==> src/rtl/exec_stage_p.sv <==
// Execution stage: registered ALU result, {P,V,Z,C} flags, output port and DM write data behind a valid/ready handshake.
// Define EXEC_MUL_EN to compile in the W-cycle iterative shift-add multiplier (opcode 10011); otherwise 10011 is a hold op.
module exec_stage_p #(
  parameter int W = 8
) (
  input  logic         clk,
  input  logic         reset,
  input  logic         in_valid,
  output logic         in_ready,
  input  logic [4:0]   op_dec,
  input  logic [W-1:0] A,
  input  logic [W-1:0] B,
  input  logic [W-1:0] data_in,
  output logic [W-1:0] ans_ex,
  output logic [W-1:0] ans_hi,
  output logic [W-1:0] data_out,
  output logic [W-1:0] DM_data,
  output logic [3:0]   flag_ex,
  output logic         out_valid,
  output logic         busy
);

  localparam int SW = $clog2(W);

  typedef enum logic [3:0] {
    K_ADD, K_SUB, K_MOV, K_AND, K_OR, K_XOR, K_NOT,
    K_IN, K_OUT, K_SHL, K_SHR, K_ASR, K_MUL, K_HOLD
  } kind_t;

  kind_t          kind;
  logic           accept;
  logic [W-1:0]   ans_q;
  logic [W-1:0]   dout_q;
  logic [W-1:0]   dm_q;
  logic [3:0]     flag_q;
  logic           ovld_q;

  logic           sub;
  logic [W-1:0]   b_eff;
  logic [W:0]     add_full;
  logic [W-1:0]   low_sum;
  logic [SW-1:0]  shamt;
  logic [W-1:0]   asr_res;
  logic [W-1:0]   alu_res;
  logic           alu_v;
  logic           alu_c;
  logic           alu_wr;
  logic [3:0]     alu_flags;

  // Opcodes with bit 4 clear alias on their low three bits.
  always_comb begin
    kind = K_HOLD;
    if (!op_dec[4]) begin
      case (op_dec[2:0])
        3'b000:  kind = K_ADD;
        3'b001:  kind = K_SUB;
        3'b010:  kind = K_MOV;
        3'b100:  kind = K_AND;
        3'b101:  kind = K_OR;
        3'b110:  kind = K_XOR;
        3'b111:  kind = K_NOT;
        default: kind = K_HOLD;
      endcase
    end else begin
      case (op_dec)
        5'b10110: kind = K_IN;
        5'b10111: kind = K_OUT;
        5'b11001: kind = K_SHL;
        5'b11010: kind = K_SHR;
        5'b11011: kind = K_ASR;
`ifdef EXEC_MUL_EN
        5'b10011: kind = K_MUL;
`endif
        default:  kind = K_HOLD;
      endcase
    end
  end

  assign sub      = (kind == K_SUB);
  assign b_eff    = sub ? ~B : B;
  assign add_full = {1'b0, A} + {1'b0, b_eff} + {{W{1'b0}}, sub};
  // Carry into the msb, needed for the overflow flag.
  assign low_sum  = {1'b0, A[W-2:0]} + {1'b0, b_eff[W-2:0]} + {{(W-1){1'b0}}, sub};
  assign shamt    = B[SW-1:0];
  assign asr_res  = W'($signed(A) >>> shamt);

  always_comb begin
    alu_res = ans_q;
    alu_v   = 1'b0;
    alu_c   = 1'b0;
    alu_wr  = 1'b1;
    case (kind)
      K_ADD, K_SUB: begin
        alu_res = add_full[W-1:0];
        alu_c   = add_full[W];
        alu_v   = low_sum[W-1] ^ add_full[W];
      end
      K_MOV:   alu_res = B;
      K_AND:   alu_res = A & B;
      K_OR:    alu_res = A | B;
      K_XOR:   alu_res = A ^ B;
      K_NOT:   alu_res = ~B;
      K_IN:    alu_res = data_in;
      K_SHL:   alu_res = A << shamt;
      K_SHR:   alu_res = A >> shamt;
      K_ASR:   alu_res = asr_res;
      default: alu_wr  = 1'b0;
    endcase
    alu_flags = {^alu_res, alu_v, (alu_res == '0), alu_c};
  end

`ifdef EXEC_MUL_EN
  typedef enum logic {S_IDLE, S_MUL} state_t;

  state_t         state_q;
  logic [SW:0]    cnt_q;
  logic [2*W-1:0] mcand_q;
  logic [W-1:0]   mplier_q;
  logic [2*W-1:0] acc_q;
  logic [W-1:0]   hi_q;
  logic [2*W-1:0] acc_d;
  logic [3:0]     mul_flags;

  assign acc_d     = acc_q + (mplier_q[0] ? mcand_q : '0);
  assign mul_flags = {^acc_d[W-1:0], 1'b0, (acc_d == '0), (acc_d[2*W-1:W] != '0)};
  assign in_ready  = reset & (state_q == S_IDLE);
  assign busy      = (state_q == S_MUL);
  assign ans_hi    = hi_q;
`else
  assign in_ready  = reset;
  assign busy      = 1'b0;
  assign ans_hi    = '0;
`endif

  assign accept = in_valid & in_ready;

  always_ff @(posedge clk or negedge reset) begin
    if (!reset) begin
      ans_q    <= '0;
      dout_q   <= '0;
      dm_q     <= '0;
      flag_q   <= '0;
      ovld_q   <= 1'b0;
`ifdef EXEC_MUL_EN
      state_q  <= S_IDLE;
      cnt_q    <= '0;
      mcand_q  <= '0;
      mplier_q <= '0;
      acc_q    <= '0;
      hi_q     <= '0;
`endif
    end else begin
      ovld_q <= 1'b0;
      if (accept) begin
        dm_q <= B;
`ifdef EXEC_MUL_EN
        if (kind == K_MUL) begin
          mcand_q  <= {{W{1'b0}}, A};
          mplier_q <= B;
          acc_q    <= '0;
          cnt_q    <= (SW+1)'(W);
          state_q  <= S_MUL;
        end else
`endif
        begin
          ovld_q <= 1'b1;
          if (alu_wr) begin
            ans_q  <= alu_res;
            flag_q <= alu_flags;
          end
          if (kind == K_OUT) dout_q <= A;
        end
      end
`ifdef EXEC_MUL_EN
      // One shift-add step per edge; the last step publishes the product.
      if (state_q == S_MUL) begin
        acc_q    <= acc_d;
        mcand_q  <= mcand_q << 1;
        mplier_q <= mplier_q >> 1;
        cnt_q    <= cnt_q - 1'b1;
        if (cnt_q == (SW+1)'(1)) begin
          ans_q   <= acc_d[W-1:0];
          hi_q    <= acc_d[2*W-1:W];
          flag_q  <= mul_flags;
          ovld_q  <= 1'b1;
          state_q <= S_IDLE;
        end
      end
`endif
    end
  end

  assign ans_ex    = ans_q;
  assign data_out  = dout_q;
  assign DM_data   = dm_q;
  assign flag_ex   = flag_q;
  assign out_valid = ovld_q;

endmodule
==> config.mk <==
export PLATFORM = sky130hd
export DESIGN_NAME = exec_stage_p
export DESIGN_NICKNAME = d
export VERILOG_FILES = /design/src/rtl/exec_stage_p.sv
export SDC_FILE = /design/constraint.sdc
export NUM_CORES = 1
export LEC_CHECK = 0
export BUFFER_PORTS_ARGS = -buffer_cell sky130_fd_sc_hd__buf_2
export CAP_MARGIN = 20
export CORE_AREA = 3 3 69 120
export DETAILED_ROUTE_END_ITERATION = 7
export DIE_AREA = 0 0 72 123
export GPL_TIMING_DRIVEN = 0
export PLACE_DENSITY = 0.78
export SLEW_MARGIN = 25
export SYNTH_ARGS = -nofsm -noshare
export SYNTH_HDL_FRONTEND = slang
export SYNTH_SLANG_ARGS = --single-unit
==> constraint.sdc <==
create_clock -name clk -period 1.3 [get_ports clk]
set_clock_uncertainty 0.15 [all_clocks]
set_input_delay 0.325 -clock clk [delete_from_list [all_inputs] [get_ports clk]]
set_output_delay 0.325 -clock clk [all_outputs]
set_load 0.005 [all_outputs]
# Yosys cells after proc, flatten, opt, wreduce, memory -nomap -nowiden
# Index checks and enable logic that the tools add are counted.
[classes]
n_mux = 9
n_addsub = 4
n_eq_ne = 22
bitwise_logic = 6
n_reduce_logical = 8
n_shift = 3
[op_table]
columns = ["op", "count"]
rows = [
  ["$pmux W8 S10", 1],
  ["$pmux W4 S7", 1],
  ["$eq A5 B5 Y1 const B", 5],
  ["$pmux W4 S5", 1],
  ["$eq A4 B3 Y1 const B", 4],
  ["$eq A4 B4 Y1 const B", 4],
  ["$eq A3 B3 Y1 const B", 4],
  ["$reduce_or A11 Y1", 1],
  ["$add A8 B8 Y9", 1],
  ["$add A9 B1 Y9", 1],
  ["$add A7 B7 Y8", 1],
  ["$add A8 B1 Y8", 1],
  ["$and A8 B8 Y8", 1],
  ["$eq A4 B2 Y1 const B", 2],
  ["$logic_not A8 Y1", 1],
  ["$mux W8", 1],
  ["$not A8 Y8", 1],
  ["$or A8 B8 Y8", 1],
  ["$reduce_xor A8 Y1", 1],
  ["$shl A8 B3 Y8", 1],
  ["$shr A8 B3 Y8", 1],
  ["$sshr A8 B3 Y8", 1],
  ["$xor A8 B8 Y8", 1],
  ["$eq A4 B1 Y1 const B", 1],
  ["10 further kinds", 14],
]
[totals]
regBits = 29
input_bits = 32
output_inout_bits = 39

# Longest topological paths before layout
# Gate-level depths: netlist of run 1.
[depth]
word_depth = 9
mapped_depth = 16
mapped_depth_nobuf = 14

# Worst setup path after synthesis of run 1
# No wires, ideal clock.
[synth_timing]
path_type = "in2reg"
start = "in op_dec[2]"
end = "reg flag_q[3], in the netlist flag_ex[3]"
arrival_time_ns = 3.124
path_stages = 15
setup_time_ns = 0.130
path_slack_ns = -2.104
path_buffers = 2
required_time_ns = 1.020
path_cell_list = "buf_2 nor4b_4 buf_6 xnor2_1 inv_1 fa_1 o21ai_0 a21oi_1 o221ai_1 or4_1 o21ai_0 ha_1 xnor2_1 xnor2_1 o21ai_0"
[synth_between]
elab_chain_cells = 9
[synth_lines]
columns = ["element", "line", "rtl"]
rows = [
  ["from (decl)", "10", "input logic [4:0] op_dec,"],
  ["$eq A5 B5 Y1, or another cell as far along", "65", "case (op_dec)"],
  ["$pmux W4 S5 or $pmux W4 S7 (tied branches)", "65, 54", ""],
  ["$mux W4 (*)", "53", "if (!op_dec[4]) begin"],
  ["$eq A4 B1 Y1", "79, 92", ""],
  ["$mux W8", "80", "assign b_eff = sub ? ~B : B;"],
  ["$add A8 B8 Y9", "81", "assign add_full = {1'b0, A} + {1'b0, b_eff} + {{W{1'b0}}, sub};"],
  ["$add A9 B1 Y9", "81", ""],
  ["$pmux W8 S10", "92", "case (kind)"],
  ["$reduce_xor A8 Y1", "109", "alu_flags = {^alu_res, alu_v, (alu_res == '0), alu_c};"],
  ["to (signal assigned)", "169", "flag_q <= alu_flags;"],
  ["to (decl)", "35", "logic [3:0] flag_q;"],
]
# Every way passes the cells marked *; elsewhere a longest branch is shown, timed or not.
# A chain may end at the register's enable or synchronous reset.

# Worst setup path after layout of run 1
[layout_timing]
start = "in op_dec[4]"
end = "reg flag_q[3], in the netlist flag_ex[3]"
[layout_between]
elab_chain_cells = 9
[layout_lines]
columns = ["element", "line"]
rows = [
  ["$eq A5 B5 Y1", "65"],
  ["$pmux W4 S5", "65"],
  ["$mux W4 (*)", "53"],
  ["$eq A4 B1 Y1", "79, 92"],
  ["$mux W8", "80"],
  ["$add A8 B8 Y9", "81"],
  ["$add A9 B1 Y9", "81"],
  ["$pmux W8 S10", "92"],
  ["$reduce_xor A8 Y1", "109"],
]
# Marks and branches as above.

==> results of run 1 <==
-- routing by layer --
layer | wire length (um) | share of wire | up-vias
li1 | - | - | 1550
met3 | 833 | 0.071 | 66
met1 | 4070 | 0.35 | 1639
met5 | 0 | 0 | -
met4 | 818 | 0.069 | 0
met2 | 6060 | 0.51 | 224
-- worst paths after layout --
kind	to	cells after the start	slack [ps]
min in group clk	out_valid$_DFF_PN0_	3	250
max reg2reg	flag_ex[3]$_DFFE_PN0P_	5	-250
min	DM_data[5]$_DFFE_PN0P_	1	-290
max in group asynchronous	data_out[1]$_DFFE_PN0P_	1	1100
min reg2reg	flag_ex[0]$_DFFE_PN0P_	2	320
max	flag_ex[3]$_DFFE_PN0P_	17	-1830
-- logic make-up after synthesis --
kind of cell,after synthesis,synth area share
xor+xnor,16,0.0423
mux,33,0.137
buf+inv,60,0.0952
fa+ha+maj,32,0.123
compound gates,97,0.207
flops,29,0.219
other cells,1,0.00113
simple gates,110,0.176
-- per-stage QoR --
stage / util / instance area (sq um)
after floorplan: - / 3420
after global placement: 0.508 / 3820
after detailed placement: 0.508 / 3820
after CTS: 0.589 / 4430
after global routing: 0.609 / 4580
final: 0.609 / 4580
-- power by group --
part           switching (mW)  total [mW]  internal, mW
combinational           0.965        1.95         0.984
clock                   0.428        1.13         0.700
sequential              0.102        1.16          1.06
total                    1.49        4.24          2.75
-- what timing repair did --
item / 4_1_cts / 5_1_grt
pin swaps: 30 / 10
resized for setup: 77 / 19
hold endpoints to repair: 29 / 29
setup buffers: 13 / 4
endpoints found under the setup margin: 30 / 26
-- synthesized netlist by cell type (4+ instances only) --
cell type	n	share of area
nor3_1	7	0.011
nand2_1	31	0.035
mux2_2	15	0.051
buf_2	9	0.014
dfrtp_1	29	0.22
nand4_1	7	0.013
ha_1	31	0.12
inv_1	21	0.024
mux4_2	8	0.054
xnor2_1	15	0.040
buf_4	17	0.039
nor2_1	20	0.023
o211ai_1	4	0.0091
nor2b_1	4	0.0076
nand2b_1	9	0.017
a211o_1	5	0.013
a21oi_1	15	0.023
clkbuf_1	8	0.0091
o31ai_1	4	0.0091
mux2i_1	9	0.027
nand3_1	10	0.015
o21ai_0	25	0.038
a2111oi_0	5	0.013
-- critical path: cells and delay by family --
kind                       cells  cell delay, ps
AOI/OAI and AO/OA              6             910
xor gates and xnor gates       4             570
adders and majority gates      2             520
buffers and inverters          4             520
and+or+nand+nor                1             270
-- cell usage in the layout, fill, tap and decap left out, drive strengths merged, types with 4 or more instances in the layout --
cell type | Yosys | final
nand4 | 7 | 7
o21ai | 26 | 26
a211o | 5 | 5
a2111oi | 5 | 5
o211ai | 4 | 4
nand2b | 9 | 9
dfrtp | 29 | 29
a21oi | 15 | 15
ha | 31 | 31
conb | 1 | 9
nand2 | 31 | 31
mux2 | 16 | 16
clkbuf | 8 | 10
nor2b | 4 | 4
mux4 | 8 | 8
clkinv | 2 | 4
nand3 | 10 | 10
mux2i | 9 | 9
inv | 21 | 21
nor3 | 7 | 7
xnor2 | 15 | 15
nor2 | 22 | 22
buf | 29 | 107
o31ai | 4 | 4
-- registers in the layout, indices dropped and copies added, names as in the netlist --
register,cells
data_out,8
ans_ex,8
DM_data,8
out_valid,1
flag_ex,4
-- cell type report --
class | count | area (sq um) | area share
Buffer | 36 | 295 | 0.0645
Inverter | 23 | 98.8 | 0.0216
Timing Repair Buffer | 76 | 489 | 0.107
Sequential cell | 29 | 726 | 0.159
Clock inverter | 3 | 17.5 | 0.00383
Multi-Input combinational cell | 297 | 2720 | 0.593
Clock buffer | 5 | 125 | 0.0273
Tap cell | 88 | 110 | 0.0241
==> summary.md, run 1 <==
| Metric | Value |
|---|---|
| Status | `finished with violations` |
| Violated checks | `hold timing, setup timing` |
| Setup Crit Path Kind | `input pin to flop` |
| Die ar. | `8860 sq um` |
| RSZ-0062 raised after global routing | `yes` |
| Period utilization | `2.41` |
| DRT iter0 DRCs | `311` |
| Global route overflow | `0` |
| Type of origin of the critical path | `input pin` |
| HP Class | `input pin to async pin` |
| Ports | `71` |
| Synth Warn # | `0` |
| CP max FO | `5` |
| H-Tree Depth | `2` |
| First-pass GRT wire length | `between 15 and 20 mm` |
| CP Launch Point | `op_dec[4]` |
| Leakage power | `2.09 nW` |
| Overall routing resource usage | `0.269` |
| Synth Register Bits | `29` |
| Die Wd | `72 um` |
| DRT Pass-1 Iters | `7` |
| Port Buffer Count | `59` |
| Clock Path Buffers | `2` |
| Antenna cells | `0` |
| Reg-to-Reg Start | `ans_ex[0]$_DFFE_PN0P_` |
| Pre-CTS WS | `-2390 ps` |
| Tmin final | `3130 ps` |
| Placed cell count | `~530` |
| Fin. Hold Viols | `29` |
| Fraction of final layout cells sized beyond drive strength 1 | `0.416` |
| Antenna Violating Nets Remaining | `0` |
| WP data required | `1310 ps` |
| Met3 Track Usage GR | `0.0309` |
| Slew margin rel. | `0.495` |
| CTS tree | `yes` |
| Mean post-synth cell area | `~8.8 sq um` |
| EDFF count, synth | `0` |
| Worst Setup End Kind | `flop` |
| Met1 usage | `0.294` |
| Fill cells | `621` |
| GRT Max-Usage Layer | `met2` |
| Total Power | `approximately 4.2 mW` |
| Worst-Margin Slew | `738 ps` |
| Sequential-to-total area share from yosys stat | `0.219` |
| Wire per inst | `about 21 um` |
| Final hold slack | `-286 ps` |
| Crit path largest cell delay | `330 ps` |
| Cell row count | `42` |
| Slowest cell on crit path | `a221oi_4` |
| Vias per cell | `6.25` |
| Synth Flop Type | `dfrtp_1` |
| Crit-path cells | `buf_8, nor4b_4, buf_6, buf_12, buf_8, xnor2_4, ha_4, a221oi_4, a31oi_4, o21ai_4, xnor2_2, a211o_1, o21ai_1, ha_1, xnor2_2, xnor2_1, o21ai_1` |
| Number of max-cap violations | `0` |
| Initial antenna violation count | `0` |
| Reg clk slew, reported paths | `50 ps` |
| Worst skew pair latency | `280 ps` |
| Die height | `123 um` |
| TritonCTS buffer count | `5` |
| PwrDens | `around 900 nW/um^2` |
| Clk sinks | `29` |
| Fmax | `319 MHz` |
| Routability Congestion | `just under 1` |
| Final Net Count | `532` |
| Peak supply drop | `0.000762 V` |
| Setup TNS | `-16470 ps` |
| Total number of vias | `3479` |
| Area Overhead vs Synth | `38.1%` |
| Final setup vio count | `21` |
| Ys async rst share | `1.00` |
| Initial Util | `0.441` |
| Clock root cell | `clkbuf_16` |
| Final Non-Filler Cells | `557` |
| PnR worst setup slack | `-1830 ps` |
| Met2 usage | `0.474` |
| Synthesized area | `between 3000 and 4000 sq um` |
| Core Region | `7510 sq um` |
| Post-synth cell types | `67` |
| Final Max Tran Viols | `0` |
| Worst EP arrival | `roughly 3100 ps` |
| WL final | `11.8 mm` |
| Largest net degree at the start of global routing | `32` |
| Post-detail-place hpwl | `8.55 mm` |
| Vias in the first global route | `3495` |
| Post-Synthesis Cells | `378` |
| DRC Markers | `0` |
(Power assumes the default switching activity.)
==> run 2, diff against run 1 <==
--- a/config.mk
+++ b/config.mk
@@ -7,11 +7,11 @@
 export LEC_CHECK = 0
 export BUFFER_PORTS_ARGS = -buffer_cell sky130_fd_sc_hd__buf_2
 export CAP_MARGIN = 20
-export CORE_AREA = 3 3 69 120
+export CORE_AREA = 3 3 65 113
 export DETAILED_ROUTE_END_ITERATION = 7
-export DIE_AREA = 0 0 72 123
+export DIE_AREA = 0 0 68 116
 export GPL_TIMING_DRIVEN = 0
-export PLACE_DENSITY = 0.78
+export PLACE_DENSITY = 0.86
 export SLEW_MARGIN = 25
 export SYNTH_ARGS = -nofsm -noshare
 export SYNTH_HDL_FRONTEND = slang
==> summary.md, run 2 (synthesis results as in run 1) <==
| Metric | Value |
|---|---|
| Status | `finished with violations` |
| Violated checks | `hold timing, setup timing` |
| Port Buffer Count | `roughly 60` |
| First-pass GRT wire length | `19.1 mm` |
| Core Region | `roughly 6500 sq um` |
| Die height | `116 um` |
| Overall routing resource usage | `0.333` |
| Clock root cell | `clkbuf_16` |
| Initial Util | `0.507` |
| RSZ-0062 raised after global routing | `yes` |
| Total Power | `4.34 mW` |
| Wire per inst | `~23 um` |
| Final hold slack | `-294 ps` |
| PwrDens | `941 nW/um^2` |
| Peak supply drop | `between 0.001 and 0.0015 V` |
| DRC Markers | `0` |
| Slew margin rel. | `0.489` |
| Placed cell count | `about 530` |
| CP max FO | `5` |
| Largest net degree at the start of global routing | `32` |
| Worst EP arrival | `3280 ps` |
| Setup Crit Path Kind | `input pin to flop` |
| Post-detail-place hpwl | `8.61 mm` |
| Global route overflow | `0` |
| Fin. Hold Viols | `29` |
| WP data required | `approximately 1300 ps` |
| Type of origin of the critical path | `input pin` |
| TritonCTS buffer count | `5` |
| Final setup vio count | `22` |
| Worst-Margin Slew | `~760 ps` |
| Ports | `between 70 and 80` |
| Worst Setup End Kind | `flop` |
| Final Non-Filler Cells | `approximately 560` |
| Fmax | `305 MHz` |
| Commonest non-fill, non-tap cell in the layout | `buf_2` |
| Reg clk slew, reported paths | `60 ps` |
| Fill cells | `494` |
| Vias in the first global route | `around 3600` |
| Clock Path Buffers | `2` |
| Leakage power | `between 2 and 2.5 nW` |
| PnR worst setup slack | `-1980 ps` |
| Period utilization | `2.53` |
| Antenna cells | `0` |
| Number of max-cap violations | `0` |
| Initial antenna violation count | `0` |
| Tmin final | `roughly 3300 ps` |
| Die ar. | `7890 sq um` |
| WL final | `13.0 mm` |
| Setup TNS | `-18150 ps` |
| Fraction of final layout cells sized beyond drive strength 1 | `0.418` |
| Cell row count | `39` |
| Clk sinks | `29` |
| Routability Congestion | `0.989` |
| DRT iter0 DRCs | `449` |
| H-Tree Depth | `2` |
| Kind of cell adding the most delay to the critical path | `compound AO/OA/AOI/OAI gates` |
| Die Wd | `approximately 68 um` |
| CTS tree | `yes` |
| Vias per cell | `between 6 and 7` |
| Commonest non-fill, non-tap cells in the layout | `57 x buf_2, 35 x buf_4, 29 x dfrtp_1` |
| Worst skew pair latency | `290 ps` |
| Final Max Tran Viols | `0` |
| Crit-path cells | `buf_8, nor4b_4, buf_6, buf_12, buf_6, xnor2_2, ha_1, a21oi_2, buf_4, nand3_1, o21ai_0, a21oi_1, nand4_1, o21ai_0, ha_1, xnor2_2, xnor2_1, o21ai_1` |
| Area Overhead vs Synth | `39.4%` |
| HP Class | `input pin to async pin` |
| Total number of vias | `~3600` |
| Slowest cell on crit path | `ha_1` |
| DRT Pass-1 Iters | `5` |
| Crit path largest cell delay | `about 320 ps` |
| Antenna Violating Nets Remaining | `0` |
| CP bufs+invs | `5` |
| Final Net Count | `538` |
## run 2: path summary, 6_finish.rpt
check                      slack, ps              startpoint                      end  cells after the start
min in group clk                 270                    A[0]  data_out[0]$_DFFE_PN0P_                      2
hold reg to reg                  330  DM_data[5]$_DFFE_PN0P_   DM_data[5]$_DFFE_PN0P_                      2
setup / recovery               -1980               op_dec[4]   flag_ex[3]$_DFFE_PN0P_                     18
setup reg to reg                -440   ans_ex[0]$_DFFE_PN0P_   flag_ex[3]$_DFFE_PN0P_                      5
max in group asynchronous       1100                   reset  data_out[4]$_DFFE_PN0P_                      1
hold / removal                  -290                   reset   DM_data[5]$_DFFE_PN0P_                      1
## run 2: cell type report
cell class              instances  area [sq um]  area share
clock buffers                   7           143      0.0309
repair buffers                 83           554       0.120
flip-flops and latches         29           726       0.157
plain buffers                  35           328      0.0710
inverters                      23          98.8      0.0214
multi-input cells             297          2670       0.577
well taps                      82           103      0.0222
## run 2: per-layer routing
metal  vias up  GRT usage  part of all wire
li1       1563          -                 -
met1      1714      0.372              0.34
met2       255      0.534              0.49
met3        95     0.0563             0.079
met4         0      0.278             0.092
met5         -          0                 0
## run 2: worst register-to-register path, cell delays in order, from the launching register on
cell and delay (ps):
dfrtp_1 390, o21ai_0 400, ha_4 290, xnor2_2 130
xnor2_1 180, o21ai_1 80
## run 2: stage by stage
| stage | hold WS [ps] | setup WS (ps) | utilization | area (sq um) |
|---|---|---|---|---|
| floorplan | -121 | -1900 | - | 3420 |
| global placement | 228 | -2410 | 0.583 | 3810 |
| detailed placement | 243 | -2460 | 0.583 | 3810 |
| CTS | -285 | -1890 | 0.677 | 4420 |
| global route | -283 | -2120 | 0.706 | 4620 |
| finish | -294 | -1980 | 0.706 | 4620 |
## run 2: power breakdown
part	internal, mW	switching [mW]	total, mW
sequential	1.06	0.115	1.18
clock	0.749	0.402	1.15
combinational	1.01	1.00	2.02
## run 2: repair_timing
| action | CTS | global route |
|---|---|---|
| pin swaps | 21 | 14 |
| setup endpoints to repair | 30 | 24 |
| gates cloned | 0 | 0 |
| buffers inserted | 13 | 13 |
| gates resized for setup | 76 | 25 |
| endpoints found under the hold margin | 29 | 29 |
